===== src/rtl/instruction_fetch_unit_if.sv =====
// Instruction memory read port: word read request with BUSYWAIT back-pressure.
//   master (fetch unit): drives IMEM_READ, IMEM_ADDRESS; receives IMEM_READDATA, IMEM_BUSYWAIT
//   slave  (memory)    : the reverse directions
interface instruction_fetch_unit_if;
    localparam int unsigned XLEN = 32;

    logic            IMEM_READ;
    logic [XLEN-1:0] IMEM_ADDRESS;
    logic [XLEN-1:0] IMEM_READDATA;
    logic            IMEM_BUSYWAIT;

    modport master (
        output IMEM_READ,
        output IMEM_ADDRESS,
        input  IMEM_READDATA,
        input  IMEM_BUSYWAIT
    );

    modport slave (
        input  IMEM_READ,
        input  IMEM_ADDRESS,
        output IMEM_READDATA,
        output IMEM_BUSYWAIT
    );
endinterface


===== src/rtl/instruction_fetch_unit.sv =====
// Instruction fetch stage: owns the PC, reads instruction memory and feeds IF/ID.
// Absorbs memory latency (BUSYWAIT), downstream stalls (single-entry buffer) and
// branch redirects (draining an in-flight read at its original address).
// Ports:
//   CLK, RESET        clock, synchronous active-high reset
//   STALL             IF/ID held; presented instruction must not advance
//   BRANCH_TAKEN      one-cycle redirect pulse, BRANCH_TARGET word address (bits[1:0] ignored)
//   imem              instruction memory read port (master side)
//   PC_OUT, PC_PLUS_FOUR_OUT, INSTRUCTION_OUT, INSTR_VALID
//                     IF/ID inputs; zeros and NOP when INSTR_VALID=0
module instruction_fetch_unit #(
    parameter logic [31:0] RESET_PC  = 32'h0000_0000,
    parameter logic [31:0] NOP_INSTR = 32'h0000_0013
) (
    input  logic                     CLK,
    input  logic                     RESET,
    input  logic                     STALL,
    input  logic                     BRANCH_TAKEN,
    input  logic [31:0]              BRANCH_TARGET,
    instruction_fetch_unit_if.master imem,
    output logic [31:0]              PC_OUT,
    output logic [31:0]              PC_PLUS_FOUR_OUT,
    output logic [31:0]              INSTRUCTION_OUT,
    output logic                     INSTR_VALID
);
    localparam int unsigned XLEN = 32;

    typedef enum logic [1:0] {
        FETCH = 2'd0,
        HOLD  = 2'd1,
        DRAIN = 2'd2
    } state_t;

    state_t          state_q, state_d;
    logic [XLEN-1:0] pc_q, pc_d;
    logic [XLEN-1:0] req_addr_q, req_addr_d;
    logic [XLEN-1:0] hold_instr_q, hold_instr_d;
    logic [XLEN-1:0] hold_pc_q, hold_pc_d;

    logic [XLEN-1:0] target_aligned;
    logic [XLEN-1:0] pc_plus_four;
    logic            imem_read_c;
    logic [XLEN-1:0] imem_addr_c;
    logic            sel_valid;
    logic [XLEN-1:0] sel_pc;
    logic [XLEN-1:0] sel_instr;
    logic            unused_target_lsbs;

    // Targets are forced to word alignment; the low bits carry no information.
    assign target_aligned     = {BRANCH_TARGET[XLEN-1:2], 2'b00};
    assign unused_target_lsbs = ^BRANCH_TARGET[1:0];
    assign pc_plus_four       = pc_q + XLEN'(4);

    // State register.
    always_ff @(posedge CLK) begin
        if (RESET) begin
            state_q      <= FETCH;
            pc_q         <= RESET_PC;
            req_addr_q   <= RESET_PC;
            hold_instr_q <= '0;
            hold_pc_q    <= '0;
        end else begin
            state_q      <= state_d;
            pc_q         <= pc_d;
            req_addr_q   <= req_addr_d;
            hold_instr_q <= hold_instr_d;
            hold_pc_q    <= hold_pc_d;
        end
    end

    // Next-state, memory request and presented-instruction selection.
    always_comb begin
        state_d      = state_q;
        pc_d         = pc_q;
        req_addr_d   = req_addr_q;
        hold_instr_d = hold_instr_q;
        hold_pc_d    = hold_pc_q;
        imem_read_c  = 1'b0;
        imem_addr_c  = pc_q;
        sel_valid    = 1'b0;
        sel_pc       = '0;
        sel_instr    = NOP_INSTR;

        case (state_q)
            FETCH: begin
                imem_read_c = 1'b1;
                req_addr_d  = pc_q;
                if (BRANCH_TAKEN) begin
                    // A busy read must finish at its old address before the target is issued.
                    pc_d = target_aligned;
                    if (imem.IMEM_BUSYWAIT) begin
                        state_d = DRAIN;
                    end
                end else if (!imem.IMEM_BUSYWAIT) begin
                    pc_d = pc_plus_four;
                    if (STALL) begin
                        hold_instr_d = imem.IMEM_READDATA;
                        hold_pc_d    = pc_q;
                        state_d      = HOLD;
                    end else begin
                        sel_valid = 1'b1;
                        sel_pc    = pc_q;
                        sel_instr = imem.IMEM_READDATA;
                    end
                end
            end

            HOLD: begin
                if (BRANCH_TAKEN) begin
                    pc_d    = target_aligned;
                    state_d = FETCH;
                end else begin
                    sel_valid = 1'b1;
                    sel_pc    = hold_pc_q;
                    sel_instr = hold_instr_q;
                    if (!STALL) begin
                        state_d = FETCH;
                    end
                end
            end

            DRAIN: begin
                // Keep the abandoned address stable until the memory lets go.
                imem_read_c = 1'b1;
                imem_addr_c = req_addr_q;
                if (BRANCH_TAKEN) begin
                    pc_d = target_aligned;
                end
                if (!imem.IMEM_BUSYWAIT) begin
                    state_d = FETCH;
                end
            end

            default: begin
                state_d = FETCH;
            end
        endcase

        if (RESET) begin
            imem_read_c = 1'b0;
            sel_valid   = 1'b0;
        end
    end

    assign imem.IMEM_READ    = imem_read_c;
    assign imem.IMEM_ADDRESS = imem_addr_c;

    assign INSTR_VALID      = sel_valid;
    assign INSTRUCTION_OUT  = sel_valid ? sel_instr : NOP_INSTR;
    assign PC_OUT           = sel_valid ? sel_pc : '0;
    assign PC_PLUS_FOUR_OUT = sel_valid ? (sel_pc + XLEN'(4)) : '0;
endmodule

===== src/flat_wrapper.sv =====
// flat-port wrapper written by rule: the top's interface ports become plain ports
module instruction_fetch_unit_flat 
#(
    parameter logic [31:0] RESET_PC  = 32'h0000_0000,
    parameter logic [31:0] NOP_INSTR = 32'h0000_0013
)
  (CLK, RESET, STALL, BRANCH_TAKEN, BRANCH_TARGET, PC_OUT, PC_PLUS_FOUR_OUT, INSTRUCTION_OUT, INSTR_VALID, imem_IMEM_READ, imem_IMEM_ADDRESS, imem_IMEM_READDATA, imem_IMEM_BUSYWAIT);
  instruction_fetch_unit_if imem_i ();
  input  logic CLK;
  input  logic RESET;
  input  logic STALL;
  input  logic BRANCH_TAKEN;
  input  logic [31:0] BRANCH_TARGET;
  output logic [31:0] PC_OUT;
  output logic [31:0] PC_PLUS_FOUR_OUT;
  output logic [31:0] INSTRUCTION_OUT;
  output logic INSTR_VALID;
  output wire logic [$bits(imem_i.IMEM_READ)-1:0] imem_IMEM_READ;
  output wire logic [$bits(imem_i.IMEM_ADDRESS)-1:0] imem_IMEM_ADDRESS;
  input wire logic [$bits(imem_i.IMEM_READDATA)-1:0] imem_IMEM_READDATA;
  input wire logic [$bits(imem_i.IMEM_BUSYWAIT)-1:0] imem_IMEM_BUSYWAIT;
  assign imem_IMEM_READ = imem_i.IMEM_READ;
  assign imem_IMEM_ADDRESS = imem_i.IMEM_ADDRESS;
  assign imem_i.IMEM_READDATA = imem_IMEM_READDATA;
  assign imem_i.IMEM_BUSYWAIT = imem_IMEM_BUSYWAIT;
  instruction_fetch_unit #(.RESET_PC(RESET_PC), .NOP_INSTR(NOP_INSTR)) u_core (.CLK(CLK), .RESET(RESET), .STALL(STALL), .BRANCH_TAKEN(BRANCH_TAKEN), .BRANCH_TARGET(BRANCH_TARGET), .imem(imem_i), .PC_OUT(PC_OUT), .PC_PLUS_FOUR_OUT(PC_PLUS_FOUR_OUT), .INSTRUCTION_OUT(INSTRUCTION_OUT), .INSTR_VALID(INSTR_VALID));
endmodule

===== config.mk =====
export PLATFORM = sky130hd
export DESIGN_NAME = instruction_fetch_unit_flat
export DESIGN_NICKNAME = d
export VERILOG_FILES = /design/src/rtl/instruction_fetch_unit_if.sv /design/src/rtl/instruction_fetch_unit.sv /design/src/flat_wrapper.sv
export SDC_FILE = /design/constraint.sdc
export NUM_CORES = 1
export LEC_CHECK = 0
export ABC_AREA = 1
export CAP_MARGIN = 20
export CORE_UTILIZATION = 54
export DETAILED_ROUTE_END_ITERATION = 8
export GPL_ROUTABILITY_DRIVEN = 0
export PLACE_DENSITY_LB_ADDON = 0.3
export SYNTH_ARGS = -nofsm -noshare
export SYNTH_HDL_FRONTEND = slang
export SYNTH_SLANG_ARGS = --single-unit

===== constraint.sdc =====
create_clock -name CLK -period 5.84 [get_ports CLK]
set_input_delay 1.168 -clock CLK [delete_from_list [all_inputs] [get_ports CLK]]
set_output_delay 1.168 -clock CLK [all_outputs]
set_load 0.01 [all_outputs]

After elaboration in Yosys (flattened, before gate mapping). Cells that the tools add are included.

$add $sub $neg: 2. Multiply operators: 0. Div/mod/pow operators: 0. $lt $le $gt $ge: 0. Equal/unequal tests: 8. Shift-type cells: 0. Muxes and demuxes: 34. Bitwise operators: 2. Reductions and logical operators: 7.

Operators by type and width (count): 32-bit 2-to-1 mux (15); 32-bit one-hot mux with 2 select lines (3); 32-bit by 3-bit adder with 32-bit output (second input constant) (2); 2-bit 2-to-1 mux (7); 3-bit inequality test (second input constant) (4); 1-bit 2-to-1 mux (7); 2-bit one-hot mux with 3 select lines (1); 5-bit AND reduction (1); 4-bit AND reduction (1); 2-bit OR reduction (2); 3-bit AND reduction (1); 2-bit by 1-bit == test with 1-bit output (second input constant) (1); 2-bit == test (second input constant) (1); 2-bit logical NOT (1); 2-bit by 1-bit inequality test with 1-bit output (second input constant) (1); 2-bit inequality test (second input constant) (1); 1-bit inverter (2); 1-bit one-hot mux with 2 select lines (1); 2-bit nonzero test (1).

Bits in registers: 130. Latch bits: 0. RAM bits: 0. Bits in read-only memories: 0. Input port bits: 69. Output and inout port bits: 130. Logic and storage cells: 58. Memories: 0.

Longest topological paths before layout. Gate-level depths: netlist of the first run.

Depth after elaboration: 6. Depth in mapped cells: 17. Mapped depth without buffers: 15.

Least setup slack after synthesis of the first run. OpenSTA, ideal clock, no wires.

Path type: input port to output port. Start: input port STALL. End: output port PC_PLUS_FOUR_OUT[20]. Arrival: 2.610 ns. Required time: 4.672 ns. Setup slack: 2.062 ns. Stages on the path: 10. Path buffers: 0. Cell sequence: nor2_8 > nand2_2 > o21ai_2 > ha_1 > nand2_1 > nor2_2 > nand2_2 > nor2_4 > nand3_1 > a21oi_1.

Longest elaborated chain between the ends: 6. Elaborated cells on any way between the ends: 11. Classes of those cells: add/sub (1); mux (10).

Ends and longest elaborated chain: start: declaration (RTL line flat_wrapper.sv:11) `input logic STALL;`; 32-bit 2-to-1 mux / 1-bit 2-to-1 mux (equally long branches) (RTL line instruction_fetch_unit.sv:96) `if (STALL) begin`; 32-bit 2-to-1 mux / 1-bit 2-to-1 mux (equally long branches) (RTL line instruction_fetch_unit.sv:94) `end else if (!imem.IMEM_BUSYWAIT) begin`; 32-bit 2-to-1 mux / 1-bit 2-to-1 mux (equally long branches) (RTL line instruction_fetch_unit.sv:88) `if (BRANCH_TAKEN) begin`; 32-bit one-hot mux with 2 select lines / 1-bit one-hot mux with 2 select lines (equally long branches) (RTL line instruction_fetch_unit.sv:84) `case (state_q)`; 32-bit by 3-bit adder with 32-bit output / 1-bit 2-to-1 mux (equally long branches) (RTL line instruction_fetch_unit.sv:151, instruction_fetch_unit.sv:139); 32-bit 2-to-1 mux (*) (RTL line instruction_fetch_unit.sv:151) `assign PC_PLUS_FOUR_OUT = sel_valid ? (sel_pc + XLEN'(4)) : '0;`; end: declaration (RTL line flat_wrapper.sv:15) `output logic [31:0] PC_PLUS_FOUR_OUT;`.

Every way passes the cells marked *; elsewhere a longest branch is shown, timed or not.

Worst setup path in the final report of the first run.
Start: input port BRANCH_TAKEN. End: output port PC_PLUS_FOUR_OUT[30].

Longest elaborated chain between the ends: 4. Elaborated cells on any way between the ends: 9. Classes of those cells: add/sub (1); mux (8).

Ends and longest elaborated chain: start: declaration (RTL line flat_wrapper.sv:12) `input logic BRANCH_TAKEN;`; 32-bit 2-to-1 mux (tied with other cells) (RTL line instruction_fetch_unit.sv:109) `if (BRANCH_TAKEN) begin`; 32-bit one-hot mux with 2 select lines / 1-bit one-hot mux with 2 select lines (equally long branches) (RTL line instruction_fetch_unit.sv:84); 32-bit by 3-bit adder with 32-bit output / 1-bit 2-to-1 mux (equally long branches) (RTL line instruction_fetch_unit.sv:151, instruction_fetch_unit.sv:139); 32-bit 2-to-1 mux (*) (RTL line instruction_fetch_unit.sv:151).

Marks and branches as above.

==> results.ini, run 1 <==
[job]
drv_cap = 0

[cells_and_area]
syn_to_final_growth_pct = 31.0
antenna_cells_inserted = 0
drive_gt1_frac = 0.0764
fin_util = 0.725
fillCellCount = 1233
final_nets = 1568

[timing]
timing_worst_slew_pin_value_ns = 0.857
min_period_over_period = 0.922
fin_skew_ns = 0.00518
unrepaired_setup_endpoints_after_global_routing = false
final_critical_delay_including_setup_and_external_delays_ns = 5.38
finalSetupViolations = 0
max_slew_margin = 0.428
hold_viol_final = 0
achievable-frequency_mhz = 186
final_tns_setup_ns = 0
final_max_slew_viol_count = 0
fin_hold_ws_ns = 0.465
post-route-worst-setup-slack_ns = 0.458

[global_routing]
vias_in_the_first_global_route = 8717
grt_pass1_wl_um = 41400
use_met2 = 0.573
grt_use_total = 0.346
grt-busiest-layer = met2
use_met1 = 0.410
grt_use_met3 = 0.100
grt_max_degree = 57
grt_antenna_before_repair = 0
grt_overflow_total = 0

[yosys]
synth_seq_cells = 124
yosysUniqueCellTypes = 39
synth.yosys.seq_area_share = 0.309
post_synth_inst_count = 1337
yosysMostFrequentCell = nand2_1
synth_flop_cell = dfxtp_1
yosys_warnings = 0
post-synth-top-area-fraction = 0.309
cell_type_contributing_the_most_total_cell_area_after_synthesis = dfxtp_1
synth_top_cells_by_count = nand2_1, nor2_1, dfxtp_1, o21ai_0, a21oi_1
ys_async_sr_fraction = 0
synthesized_area_per_cell_um2 = 6.01
syn_area_mm2 = 0.00804
synthTopCellsByArea = dfxtp_1, nand2_1, nor2_1
synth_edf_count = 0

[critical_path]
endpoint_kind_of_the_worst_setup_timing_path = primary output
worst_path_largest_cell_delay_ns = 0.62
reg2reg_to = u_core.pc_q[10]$_SDFFE_PP0P_
path_cells = clkdlybuf4s50_1 -> nor2_4 -> nand3_2 -> nand2_2 -> ha_1 -> nand2_1 -> nor2_2 -> inv_1 -> nor2_1 -> nand2_1 -> nand2_1 -> nand2_1 -> nor2_1 -> clkdlybuf4s50_1
setup.worst_path.class = in -> out
setup.worst_path.start_class = input pin
crit_family = simple AND/OR/NAND/NOR gates
timing.reg2reg.setup_slack_ns = 2.85
path_max_fanout = 16
cp_common_cell = nand2_1
critPathArrivalTime_ns = 4.21
worstRegToRegCells = 10
critical-path-slowest-cell = clkdlybuf4s50_1
critical_path_buf_inv_count = 3
critPathRequiredTime_ns = 4.67
timing.rr.start = u_core.state_q[0]$_SDFFE_PP0P_

[cts]
cts_tree = built
cts-hold-fix-buffers = 0
cts_setup_buffers = 0
cts-root-to-sink-buffers = 2
clk_latency_ns = 0.43
htreeDepth = 4
cts_num_sinks = 124
ctsRootBufferMaster = clkbuf_16
clk_transition_reported_paths_ns = 0.05
cts.repair.resized = 0
cts_inserted_buffers = 17

[min_path]
min-delay-path-class = reg -> reg
min_from = u_core.req_addr_q[13]$_SDFFE_PP0P_
min_path_cells = 2
hold_path_end = u_core.req_addr_q[13]$_SDFFE_PP0P_

[power]
power_leakage_nw = 3.98
ir_worst_vdd_uv = 240
sw_frac_of_total = 0.340
pwr-share-comb = 0.277
share_clk_of_total_power = 0.357
power.density_cell_area_mw_per_mm2 = 276
net-switching-power_uw = 988
power.share.sequential = 0.366
p_int_mw = 1.92

[outcome]
run_status = finished, final reports clean

[placement]
port-buffer-count = 190
place_hpwl_um = 18300
dp_worst_setup_slack_ns = 0.522

[route]
drt_iter0_markers = 941
finalWirelength_um = 26000
vias = 9459
detail_route.first_pass.iterations = 6
via_per_inst = 5.60
detail-route-antenna-nets = 0
routedWlPerCell_um = 15.4
post-route-drc-count = 0

[floorplanning]
initial_utilization = 0.553
rows = 44
fp.dieArea_mm2 = 0.0154
coreArea_mm2 = 0.0145
top_level_ports = 199
die_height_um = 124
die-width_um = 124

power by group through the flow:
stage                     combinational [mW]  clock, mW  sequential, mW
after global placement                 0.774          0            1.07
after global routing                   0.889       1.08            1.07
after detailed placement               0.788          0            1.07
after CTS                              0.797       1.05            1.06
final                                  0.807       1.04            1.06
after floorplan                        0.507          0            1.04
layout make-up:
class	instances	area, um^2	area share
well taps	184	230	0.0219
flip-flops and latches	124	2480	0.236
clock inverters	8	90.1	0.00856
multi-input cells	1034	4800	0.455
inverters	107	404	0.0384
repair buffers	209	2040	0.194
clock buffers	23	488	0.0463
metrics by stage:
stage	instance area (um^2)	total power, mW	std cells
6_report	10500	2.91	1689
5_1_grt	10500	3.04	1689
4_1_cts	10500	2.90	1689
3_5_place_dp	9950	1.86	1658
3_3_place_gp	9950	1.84	1658
2_1_floorplan	8060	1.55	1342
flip-flops by register name, indices dropped and copies added, names as in the netlist:
register	count
u_core.hold_pc_q	30
u_core.pc_q	30
u_core.state_q	2
u_core.hold_instr_q	32
u_core.req_addr_q	30
layer usage:
layer / wire length (um) / part of all wire / vias to the layer above
li1: - / - / 4594
met1: 10200 / 0.39 / 4280
met2: 12300 / 0.47 / 479
met3: 2310 / 0.089 / 106
met4: 1160 / 0.045 / 0
met5: 0 / 0 / -
layout by cell type (no fill, tap or decap), types with 2 or more instances in the layout:
cell type        instances
nand2_1                373
nor2_1                 221
clkdlybuf4s50_1        189
dfxtp_1                124
o21ai_0                123
a21oi_1                122
inv_1                   97
nand3_1                 65
buf_4                   19
a211oi_1                18
clkbuf_16               17
nand2_2                 15
nor3_1                  15
nor2_2                  13
nor2_4                  11
inv_2                    9
xor2_1                   8
o22ai_1                  8
nand3_2                  6
ha_1                     6
conb_1                   6
clkinv_2                 6
nand4_1                  5
clkbuf_8                 4
nand3_4                  2
nand2_4                  2
or2_2                    2
o21a_1                   2
a31oi_1                  2
clkbuf_1                 2
bufinv_16                2
cell families after synthesis:
family / count (synthesis) / share of synthesized area
XOR/XNOR: 9 / 0.00981
buffers and inverters: 184 / 0.0975
AND/OR/NAND/NOR: 732 / 0.388
adder cells (fa/ha/maj): 6 / 0.00934
AO/OA/AOI/OAI: 281 / 0.186
flip-flops: 124 / 0.309
other: 1 / 0.000467
tightest hold or removal path: stages (launching register included):
cell	delay (ns)
dfxtp_1	0.31
nand2_1	0.06
a21oi_1	0.05
worst max path at each step:
stage                       startpoint              endpoint  slack [ns]  cells after the start
after CTS                 BRANCH_TAKEN  PC_PLUS_FOUR_OUT[30]        0.47                     14
after detailed placement  BRANCH_TAKEN  PC_PLUS_FOUR_OUT[30]        0.52                     14
after global placement    BRANCH_TAKEN  PC_PLUS_FOUR_OUT[20]        0.57                     12
final                     BRANCH_TAKEN  PC_PLUS_FOUR_OUT[30]        0.46                     14
after global routing      BRANCH_TAKEN  PC_PLUS_FOUR_OUT[30]        0.17                     14
after floorplan                  STALL  PC_PLUS_FOUR_OUT[20]        2.06                     10
No activity file was read; power rests on OpenSTA's default activity.
==> run 2: changes to the inputs <==
--- a/config.mk
+++ b/config.mk
@@ -7,7 +7,7 @@
 export LEC_CHECK = 0
 export ABC_AREA = 1
 export CAP_MARGIN = 20
-export CORE_UTILIZATION = 54
+export CORE_UTILIZATION = 51
 export DETAILED_ROUTE_END_ITERATION = 8
 export GPL_ROUTABILITY_DRIVEN = 0
 export PLACE_DENSITY_LB_ADDON = 0.3
==> constraint.sdc (replaced) <==
create_clock -name CLK -period 5.95 [get_ports CLK]
set_input_delay 1.19 -clock CLK [delete_from_list [all_inputs] [get_ports CLK]]
set_output_delay 1.19 -clock CLK [all_outputs]
set_load 0.01 [all_outputs]
==> run 2 against run 1 <==
Total power rose by 4.6%. Utilization fell by 2.7 points. Via count rose by 0.32%. Flip-flop and latch count did not move. Sequential share of layout area fell by 0.35 points. Final area rose by 1.5%. Critical path type unchanged.
==> results.ini, run 2 (synthesis results as in run 1) <==
[cells_and_area]
final_nets = 1569
syn_to_final_growth_pct = 33.0
largest_register_ff_count = 32
fin_util = 0.698
layoutNonFillerInstCount = 1718
commonest_non_fill_non_tap_cell_in_the_layout = nand2_1
mostFrequentLayoutCells = nand2_1, nor2_1, clkdlybuf4s50_1
antenna_cells_inserted = 0
drive_gt1_frac = 0.0790
largest_register = u_core.hold_instr_q
fillCellCount = 1301

[route]
finalWirelength_um = 26300
routedWlPerCell_um = 15.3
drt_iter0_markers = 973
vias = 9489
detail_route.first_pass.iterations = 5
detail-route-antenna-nets = 0
via_per_inst = 5.52
post-route-drc-count = 0

[timing]
final_critical_delay_including_setup_and_external_delays_ns = 5.28
finalSetupViolations = 0
fin_hold_ws_ns = 0.463
achievable-frequency_mhz = 189
hold_viol_final = 0
unrepaired_setup_endpoints_after_global_routing = false
final_max_slew_viol_count = 0
timing_worst_slew_pin_value_ns = 0.912
fin_skew_ns = 0.00632
max_slew_margin = 0.392
min_period_over_period = 0.888
final_tns_setup_ns = 0

[cts]
cts_inserted_buffers = 17
ctsRootBufferMaster = clkbuf_16
cts-hold-fix-buffers = 0
clk_latency_ns = 0.43
cts_setup_buffers = 0
clk_transition_reported_paths_ns = 0.06
cts.repair.resized = 0
htreeDepth = 4
cts_num_sinks = 124
cts_tree = built
cts-root-to-sink-buffers = 2

[floorplanning]
coreArea_mm2 = 0.0153
die_height_um = 128
initial_utilization = 0.525
die-width_um = 128
rows = 45
top_level_ports = 199
fp.dieArea_mm2 = 0.0163

[critical_path]
critPathArrivalTime_ns = 4.09
critical_path.startpoint = imem_IMEM_BUSYWAIT
setup.worst_path.class = in -> out
worst_path_largest_cell_delay_ns = 0.57
critical-path-slowest-cell = clkdlybuf4s50_1
path_cells = clkdlybuf4s50_1 -> nor2_8 -> nand2_2 -> o21ai_2 -> ha_1 -> nand2_1 -> nor2_2 -> nand2_2 -> nor2_4 -> nand3_1 -> a21oi_1 -> clkdlybuf4s50_1
reg2reg_to = u_core.pc_q[11]$_SDFFE_PP0P_
worst_setup_path_endpoint = PC_PLUS_FOUR_OUT[20]
timing.reg2reg.setup_slack_ns = 3.17
endpoint_kind_of_the_worst_setup_timing_path = primary output
timing.rr.start = u_core.state_q[0]$_SDFFE_PP0P_
setup.worst_path.start_class = input pin
critPathRequiredTime_ns = 4.76
worstRegToRegCells = 11
path_max_fanout = 17

[global_routing]
grt_overflow_total = 0
vias_in_the_first_global_route = 8620
grt_antenna_before_repair = 0
grt_max_degree = 71
grt_pass1_wl_um = 41800
grt_use_total = 0.325

[placement]
place_hpwl_um = 18300
port-buffer-count = 190
dp.cells = 1686

[min_path]
min_path_cells = 2
min-delay-path-class = reg -> reg

[power]
power.density_cell_area_mw_per_mm2 = 285
totalPowerFinal_mw = 3.04
ir_worst_vdd_uv = 248
power_leakage_nw = 4.02

[outcome]
run_status = finished, final reports clean

[job]
drv_cap = 0

-- run 2: final cells by class --
cell class | instances | area (um^2) | area share
multi-input cells | 1034 | 4800 | 0.449
flip-flops and latches | 124 | 2480 | 0.232
repair buffers | 210 | 2060 | 0.193
clock buffers | 18 | 439 | 0.0411
inverters | 107 | 404 | 0.0378
well taps | 211 | 264 | 0.0247
clock inverters | 14 | 243 | 0.0227
-- run 2: worst min path at each step --
stage	start	endpoint
floorplan	u_core.req_addr_q[13]$_SDFFE_PP0P_	u_core.req_addr_q[13]$_SDFFE_PP0P_
global placement	u_core.req_addr_q[23]$_SDFFE_PP0P_	u_core.req_addr_q[23]$_SDFFE_PP0P_
detailed placement	u_core.req_addr_q[20]$_SDFFE_PP0P_	u_core.req_addr_q[20]$_SDFFE_PP0P_
CTS	u_core.req_addr_q[20]$_SDFFE_PP0P_	u_core.req_addr_q[20]$_SDFFE_PP0P_
global route	u_core.req_addr_q[20]$_SDFFE_PP0P_	u_core.req_addr_q[20]$_SDFFE_PP0P_
finish	u_core.req_addr_q[2]$_SDFFE_PP0P_	u_core.req_addr_q[2]$_SDFFE_PP0P_
-- run 2: worst max-delay path, delay by kind of cell --
family / cells / cell delay, ns
AND/OR/NAND/NOR: 7 / 1.17
buffers and inverters: 2 / 1.13
AO/OA/AOI/OAI: 2 / 0.39
adder cells (fa/ha/maj): 1 / 0.21
-- run 2: per-layer routing --
metal,part of all wire,global-route usage,up-vias
li1,-,-,4597
met1,0.39,0.390,4328
met2,0.47,0.537,459
met3,0.085,0.0791,105
met4,0.046,0.170,0
met5,0,0,-
-- run 2: where the power goes --
part           total (mW)  switching (mW)  leakage, nW  internal, mW
clock                1.20           0.402        0.322         0.797
combinational       0.799           0.505         2.68         0.294
sequential           1.04           0.103         1.02         0.941
total                3.04            1.01         4.02          2.03
-- run 2: metrics by stage --
| stage | setup WS, ns | area [um^2] |
|---|---|---|
| floorplan | 2.13 | 8060 |
| global placement | 0.739 | 10000 |
| detailed placement | 0.697 | 10000 |
| CTS | 0.684 | 10700 |
| global route | 0.501 | 10700 |
| finish | 0.668 | 10700 |
